### src/rtl/ysyx_210238_hazard_sb.sv
// Issue-stage hazard unit: per-operand bypass selection, load-use/scoreboard/WAW/capacity
// stalls, and a register scoreboard for long-latency producers that write back out of band.
module ysyx_210238_hazard_sb #(
  parameter int NREG     = 32,
  parameter int AW       = 5,
  parameter int NSRC     = 2,
  parameter int NFWD     = 2,
  parameter int MAX_LONG = 4,
  parameter int SELW     = 2
) (
  input  logic                 clock,
  input  logic                 reset,
  input  logic                 i_issue_valid,
  input  logic [NSRC*AW-1:0]   i_src_addr,
  input  logic [NSRC-1:0]      i_src_en,
  input  logic [AW-1:0]        i_issue_rd,
  input  logic                 i_issue_rd_wen,
  input  logic                 i_issue_long,
  input  logic [NFWD*AW-1:0]   i_stage_rd,
  input  logic [NFWD-1:0]      i_stage_wen,
  input  logic [NFWD-1:0]      i_stage_fwd_ok,
  input  logic                 i_wb_valid,
  input  logic [AW-1:0]        i_wb_rd,
  output logic                 o_stall,
  output logic [NSRC*SELW-1:0] o_fwd_sel,
  output logic [NREG-1:0]      o_sb_busy,
  output logic                 o_long_full,
  output logic [31:0]          o_stall_cnt,
  output logic                 o_err
);

  localparam int CW    = $clog2(MAX_LONG + 1);
  localparam int NADDR = 1 << AW;
  localparam logic [CW-1:0]   MAX_CNT = CW'(MAX_LONG);
  localparam logic [SELW-1:0] WB_SEL  = SELW'(NFWD + 1);

  logic [NREG-1:0]  sb_busy_q,   sb_busy_d;
  logic [CW-1:0]    long_cnt_q,  long_cnt_d;
  logic             long_full_q, long_full_d;
  logic [31:0]      stall_cnt_q, stall_cnt_d;
  logic             err_q,       err_d;

  logic [NADDR-1:0]     busy_full;
  logic [NADDR-1:0]     sb_full_d;
  logic [NSRC*SELW-1:0] fwd_sel;
  logic                 data_stall;
  logic [AW-1:0]        addr;
  logic                 hit;
  logic                 hit_ok;
  logic                 matched;
  logic [SELW-1:0]      hit_sel;
  logic                 waw_stall;
  logic                 cap_stall;
  logic                 stall;
  logic                 accept;
  logic                 sb_set;
  logic                 cnt_inc;
  logic                 cnt_dec;

  // Per-operand bypass resolution; the youngest matching stage overrides older ones.
  always_comb begin
    busy_full              = '0;
    busy_full[NREG-1:0]    = sb_busy_q;
    fwd_sel                = '0;
    data_stall             = 1'b0;
    addr                   = '0;
    hit                    = 1'b0;
    hit_ok                 = 1'b0;
    matched                = 1'b0;
    hit_sel                = '0;
    for (int s = 0; s < NSRC; s++) begin
      addr    = i_src_addr[s*AW +: AW];
      hit     = 1'b0;
      hit_ok  = 1'b0;
      hit_sel = '0;
      for (int k = NFWD - 1; k >= 0; k--) begin
        matched = i_stage_wen[k] && (i_stage_rd[k*AW +: AW] == addr);
        hit     = hit | matched;
        hit_ok  = matched ? i_stage_fwd_ok[k] : hit_ok;
        hit_sel = matched ? SELW'(k + 1) : hit_sel;
      end
      if (!i_src_en[s] || (addr == '0)) begin
        fwd_sel[s*SELW +: SELW] = '0;
      end else if (hit) begin
        fwd_sel[s*SELW +: SELW] = hit_ok ? hit_sel : '0;
        data_stall              = data_stall | !hit_ok;
      end else if (i_wb_valid && (i_wb_rd == addr)) begin
        fwd_sel[s*SELW +: SELW] = WB_SEL;
      end else begin
        fwd_sel[s*SELW +: SELW] = '0;
        data_stall              = data_stall | busy_full[addr];
      end
    end
  end

  // Stall decision and next-state for scoreboard, counters and error flag.
  always_comb begin
    waw_stall = i_issue_valid && i_issue_rd_wen && (i_issue_rd != '0) && busy_full[i_issue_rd]
                && !(i_wb_valid && (i_wb_rd == i_issue_rd));
    cap_stall = i_issue_valid && i_issue_long && (long_cnt_q == MAX_CNT) && !i_wb_valid;
    stall     = i_issue_valid && (data_stall || waw_stall || cap_stall);
    accept    = i_issue_valid && !stall;
    sb_set    = accept && i_issue_long && i_issue_rd_wen && (i_issue_rd != '0);
    cnt_inc   = accept && i_issue_long;
    cnt_dec   = i_wb_valid && (long_cnt_q != '0);

    // Clear first so a same-cycle set for a new producer wins.
    sb_full_d = busy_full;
    if (i_wb_valid) begin
      sb_full_d[i_wb_rd] = 1'b0;
    end else begin
      sb_full_d[i_wb_rd] = busy_full[i_wb_rd];
    end
    if (sb_set) begin
      sb_full_d[i_issue_rd] = 1'b1;
    end else begin
      sb_full_d[i_issue_rd] = sb_full_d[i_issue_rd];
    end
    sb_busy_d = sb_full_d[NREG-1:0];

    case ({cnt_inc, cnt_dec})
      2'b10:   long_cnt_d = (long_cnt_q == MAX_CNT) ? long_cnt_q : long_cnt_q + CW'(1);
      2'b01:   long_cnt_d = long_cnt_q - CW'(1);
      default: long_cnt_d = long_cnt_q;
    endcase
    long_full_d = (long_cnt_d == MAX_CNT);

    if (stall && (stall_cnt_q != 32'hFFFF_FFFF)) begin
      stall_cnt_d = stall_cnt_q + 32'd1;
    end else begin
      stall_cnt_d = stall_cnt_q;
    end

    err_d = err_q | (i_wb_valid && ((long_cnt_q == '0) || !busy_full[i_wb_rd]));
  end

  // State registers with synchronous reset.
  always_ff @(posedge clock) begin
    if (reset) begin
      sb_busy_q   <= '0;
      long_cnt_q  <= '0;
      long_full_q <= 1'b0;
      stall_cnt_q <= 32'd0;
      err_q       <= 1'b0;
    end else begin
      sb_busy_q   <= sb_busy_d;
      long_cnt_q  <= long_cnt_d;
      long_full_q <= long_full_d;
      stall_cnt_q <= stall_cnt_d;
      err_q       <= err_d;
    end
  end

  assign o_stall     = stall;
  assign o_fwd_sel   = fwd_sel;
  assign o_sb_busy   = sb_busy_q;
  assign o_long_full = long_full_q;
  assign o_stall_cnt = stall_cnt_q;
  assign o_err       = err_q;

endmodule

### config.mk
export PLATFORM = sky130hd
export DESIGN_NAME = ysyx_210238_hazard_sb
export DESIGN_NICKNAME = d
export VERILOG_FILES = /design/src/rtl/ysyx_210238_hazard_sb.sv
export SDC_FILE = /design/constraint.sdc
export NUM_CORES = 1
export LEC_CHECK = 0
export BUFFER_PORTS_ARGS = -buffer_cell sky130_fd_sc_hd__buf_4
export CORE_ASPECT_RATIO = 2
export CORE_UTILIZATION = 35
export CTS_CLUSTER_SIZE = 14
export DETAILED_ROUTE_END_ITERATION = 10
export PLACE_DENSITY_LB_ADDON = 0.2
export SYNTH_ARGS = -nofsm -noshare
export SYNTH_HDL_FRONTEND = slang
export SYNTH_SLANG_ARGS = --single-unit
### constraint.sdc
create_clock -name clock -period 2.83 [get_ports clock]
set_input_delay 0 -clock clock [delete_from_list [all_inputs] [get_ports clock]]
set_output_delay 0 -clock clock [all_outputs]
set_load 0.02 [all_outputs]
# Word-level counts from Yosys, hierarchy flattened
# Cells that the tools add are included.
word_totals:
  register_bits: 69
  mem_bits_rw: 0
  output_inout_bits: 71
  latch_bits: 0
  mem_bits_ro: 0
  n_memories: 0
  in_bits: 42
classes:
  bitwise_logic: 8
  order_cmp: 6
  n_shift: 0
  add_sub_neg: 3
  eq_ne: 12
  reduce_logical: 42
  div_mod_pow: 0
  multipliers: 0
  muxes: 42
op_table:
  columns: ["cell", "n"]
  rows:
  - ["bitwise mux 32 bit", 2]
  - ["two-way mux 32 bit", 2]
  - ["== test 5 bit", 7]
  - ["adder 32 x 1 -> 32 bit, second input constant", 1]
  - ["bitwise AND 32 bit", 1]
  - ["inequality test 32 bit, second input constant", 1]
  - ["inverter 32 bit", 1]
  - ["OR 32 bit", 1]
  - ["binary-select mux 1 bit (select 5 bit)", 5]
  - ["logical AND 1 bit", 24]
  - ["less-than comparator 5 x 6 -> 1 bit, second input constant", 4]
  - ["two-way mux 2 bit", 12]
  - ["two-way mux 1 bit", 17]
  - ["demux 1 bit (select 5 bit)", 2]
  - [">= comparator 5 x 1 -> 1 bit, second input constant", 2]
  - ["logical NOT 5 bit", 2]
  - ["logical NOT 1 bit", 8]
  - ["== test 3 bit, second input constant", 2]
  - ["case mux 3 bit (2 select lines)", 1]
  - ["logical OR 1 bit", 5]
  - ["OR 1 bit", 5]
  - ["nonzero test 5 bit", 1]
  - ["adder 3 x 1 -> 3 bit, second input constant", 1]
  - ["logical NOT 3 bit", 1]
  - ["other kinds (5)", 5]

# Depth between registers and ports, before layout
logic_depth:
  depth_word: 20
  mapped_depth: 16

# Least setup slack after synthesis
# No wires, ideal clock.
synth_path:
  path_type: "register -> register"
  start: "reg sb_busy_q[14] (netlist: o_sb_busy[14])"
  end: "reg long_full_q (netlist: o_long_full)"
  setup_ps: 115
  stages_incl_launch_ff: 15
  n_path_buf: 0
  path_slack_ps: 30
  arrival_ps: 2685
  required_time_ps: 2715
  cell_sequence: "dfxtp_1 -> mux4_2 -> mux2i_1 -> nand3b_1 -> and4b_1 -> a32oi_2 -> o211ai_4 -> nor2_1 -> inv_1 -> ha_1 -> a22oi_1 -> nor2_1 -> nor2_1 -> nor3_1 -> and3_1"
synth_via:
  elab_chain_len: 18
synth_rtl:
  columns: ["element", "line_no", "rtl"]
  rows:
  - ["from (decl)", "37", "logic [NREG-1:0] sb_busy_q, sb_busy_d;"]
  - ["from (signal assigned)", "146", "sb_busy_q <= sb_busy_d;"]
  - ["binary-select mux 1 bit (select 5 bit)", "91", "data_stall = data_stall | busy_full[addr];"]
  - ["two-way mux 1 bit (not written as such)", "91", null]
  - ["two-way mux 1 bit", "87", "end else if (i_wb_valid && (i_wb_rd == addr)) begin"]
  - ["two-way mux 1 bit", "84", "end else if (hit) begin"]
  - ["two-way mux 1 bit", "82", "if (!i_src_en[s] || (addr == '0)) begin"]
  - ["OR 1 bit", "91", null]
  - ["two-way mux 1 bit", "87", null]
  - ["two-way mux 1 bit", "84", null]
  - ["two-way mux 1 bit", "82", null]
  - ["logical OR 1 bit (*) (2 in a row)", "101", "stall = i_issue_valid && (data_stall || waw_stall || cap_stall);"]
  - ["logical AND 1 bit (*)", "101", null]
  - ["logical NOT 1 bit (*)", "102", "accept = i_issue_valid && !stall;"]
  - ["logical AND 1 bit (*)", "102", null]
  - ["logical AND 1 bit (*)", "104", "cnt_inc = accept && i_issue_long;"]
  - ["== test 2 x 1 -> 1 bit / == test 2 bit (equally long branches)", "121", "case ({cnt_inc, cnt_dec})"]
  - ["case mux 3 bit (2 select lines) (*)", "121", null]
  - ["== test 3 bit (*)", "126", "long_full_d = (long_cnt_d == MAX_CNT);"]
  - ["to (signal assigned)", "148", "long_full_q <= long_full_d;"]
  - ["to (decl)", "39", "logic long_full_q, long_full_d;"]
# Every way passes the cells marked *; elsewhere a longest branch is shown, timed or not. The select of a mux whose other input is x is not followed.
# A chain may end at the register's enable or synchronous reset.

# Final worst setup path
layout_path:
  start: "reg sb_busy_q[31] (netlist: o_sb_busy[31])"
  end: "reg long_full_q (netlist: o_long_full)"
# Same word-level chain as after synthesis.

==> impl_metrics.ini <==
[timing]
slew_violations = 0
max_freq_mhz = 342
worst_slew_pin_slew_ns = 0.670
holdWs_ns = 0.143
setup_viol = 14
max_slew_margin_pct = 55.0
hold_viol = 0
finClkSkew_ns = 0.00747
timing.final.ws_setup_ns = -0.0924
rsz0062_at_grt = yes
period_needed_ns = 2.92
setup_tns_ns = -0.516
post-route-period-util_pct = 103

[logic_synthesis]
synthMuxAreaShare_pct = 12.8
synth_xor_area_share_pct = 5.60
synth_adder_area_share_pct = 1.23
ys_warn_count = 0
synth-main-ff-cell = dfxtp_1
synth_simple_gate_area_share_pct = 24.5
synth_top_family_by_area = compound AO/OA/AOI/OAI gates
synth_top_area_share_pct = 22.7
synth_area_leaders = dfxtp_1, mux2i_1, a21oi_1
synth-seq-cells = 69
syn_area_um2 = 6100
yosysMostFrequentCell = dfxtp_1
synth_edf_count = 0
synthesis.instances = 777
syn_nets = 825
synth_common_cells = dfxtp_1, a21oi_1, nor2_1
synth_top_cell_by_area = dfxtp_1
synth_cell_types = 68
async_reset_ff_share_pct = 0
synth_compound_area_share_pct = 26.6
synth_area_per_cell_um2 = 7.85
yosysSeqAreaShare_pct = 22.7

[die]
num_rows = 67
core_um2 = 16900
ios = 113
die-area_um2 = 18000
start_util_pct = 36.0
die_w_um = 95.3
die_y_um = 189

[drt]
vias = 7318
ant_nets = 0
wl_per_cell_um = 24.1
firstDrtPassIters = 6
via_per_inst = 6.23
drc = 0
dr.first_iter.drc_count = 517
wirelength_um = 28400

[clock_network]
cts-htree-levels = 3
clk-insertion-delay-late_ns = 0.35
numCtsBuffers = 9
cts_tree = built
cts_root_buf = clkbuf_16
cts_buffer_depth = 2
cts_sinks = 69
clkTransAtPathRegs_ns = 0.06

[grt]
grt_pass1_wl_um = 42100
grt_max_degree = 44
grt-ovfl-total = 0
track_usage_pct = 32.2
antenna_found_initial = 0
grt_pass1_vias = 7187

[final_layout]
num_antenna_cells = 0
fin_nets = 1011
area_growth_pct = 39.2
layout-drive-gt1-share_pct = 35.4

[run_status]
violations = setup timing
status = finished with violations

[setup_path]
crit_type = flop to flop
arrival_ns = 3.17
critical_path.endpoint_type = flop
critPathLaunchType = flop
cp_data_required_time_ns = 3.08
path_max_fanout = 4

[place]
io_buffers = 112
finalWeightedCongestion = 1.02
pre_cts_ws_ns = -0.120
hpwl_um = 21200

[pwr]
power.leakage_nw = 3.28
p_per_area_nw_per_um2 = 355
ir_worst_vdd_v = 0.000292

[run]
drv_cap = 0

[worst_hold_path]
hold_path_class = primary input to flop
cells in the final DEF (no fill, tap or decap), drive strengths merged, types with 4 or more instances in the layout:
| cell | count |
|---|---|
| and2 | 5 |
| nor3 | 31 |
| a211oi | 10 |
| o21ai | 38 |
| nand2b | 9 |
| a31oi | 18 |
| o21a | 7 |
| nand4 | 6 |
| nor3b | 4 |
| o2111ai | 5 |
| clkbuf | 11 |
| inv | 26 |
| mux2i | 41 |
| o22ai | 5 |
| dfxtp | 69 |
| a32oi | 7 |
| nor2 | 60 |
| ha | 6 |
| mux2 | 7 |
| or3 | 9 |
| nand2 | 47 |
| xnor2 | 11 |
| or4 | 13 |
| o31ai | 24 |
| a221oi | 6 |
| o311a | 6 |
| nand3 | 28 |
| o221ai | 5 |
| or2 | 7 |
| or3b | 5 |
| xor2 | 28 |
| o211ai | 7 |
| nor4 | 20 |
| nand3b | 6 |
| and3 | 17 |
| a311oi | 19 |
| a21oi | 59 |
| mux4 | 13 |
| buf | 236 |
timing repair:
item | CTS | global route
endpoints found under the hold margin | 3 | 0
gates cloned | 0 | 2
setup endpoints to repair | 8 | 68
buffers inserted | 0 | 3
hold buffers | 3 | 0
gates resized for setup | 4 | 57
pin swaps | 0 | 25
layout make-up:
type | instances | area (µm²)
clock buffers | 9 | 225
repair buffers | 241 | 1870
clock inverters | 7 | 81.3
inverters | 24 | 90.1
flip-flops and latches | 69 | 1400
fillers | 1660 | 8440
well taps | 207 | 259
multi-input cells | 618 | 4570
power by group:
part	switching [mW]	internal, mW	leakage [nW]	total [mW]
Sequential	0.0189	0.990	0.564	1.01
Clock	0.485	0.695	0.147	1.18
Combinational	0.489	0.334	2.57	0.823
sequential cells by signal (all words and copies together), names as in the netlist:
name,flops
long_cnt_q,3
o_sb_busy,32
o_stall_cnt,32
o_err,1
o_long_full,1
cell families after synthesis:
| group | after synthesis |
|---|---|
| adders and majority gates | 6 |
| muxes | 61 |
| DFF | 69 |
| xor gates and xnor gates | 39 |
| and+or+nand+nor | 277 |
| buffers and inverters | 90 |
| AOI/OAI and AO/OA | 235 |
worst max-delay path, stage by stage, from the launching register on:
cell and delay [ns]:
dfxtp_2 0.32, mux4_2 0.46, mux2_4 0.28, nand2_1 0.07, o211ai_1 0.27, a32oi_2 0.34, o211ai_4 0.14, nor2_4 0.17
inv_2 0.06, ha_4 0.17, a22oi_2 0.14, nor2_1 0.06, nor2_1 0.12, nor3_2 0.06, and3_1 0.15
per-layer routing:
metal | track usage (%) | routed length [µm] | up-vias
met1 | 31.1 | 9470 | 3477
met4 | 26.4 | 2410 | 0
met2 | 56.2 | 14900 | 353
li1 | - | - | 3361
met3 | 7.14 | 1580 | 127
met5 | 0 | 0 | -
stage by stage:
stage | utilization [%] | cell area, µm² | power, mW | instances
4_1_cts | 48.4 | 8190 | 2.96 | 1172
3_5_place_dp | 46.3 | 7840 | 1.77 | 1153
6_report | 50.1 | 8490 | 3.01 | 1175
5_1_grt | 50.1 | 8490 | 3.12 | 1175
3_3_place_gp | 46.3 | 7840 | 1.77 | 1153
2_1_floorplan | - | 6100 | 1.43 | 777
path summary, 6_finish.rpt:
check,from,endpoint,depth (start not counted),slack [ns]
worst max register to register,o_sb_busy[31],o_long_full,14,-0.09
worst max-delay path,o_sb_busy[31],o_long_full,14,-0.09
worst min register to register,o_stall_cnt[12],o_stall_cnt[12],2,0.51
worst min-delay path,i_issue_rd[3],o_sb_busy[18],3,0.14
Note: power is estimated with default switching activity, not from simulation.
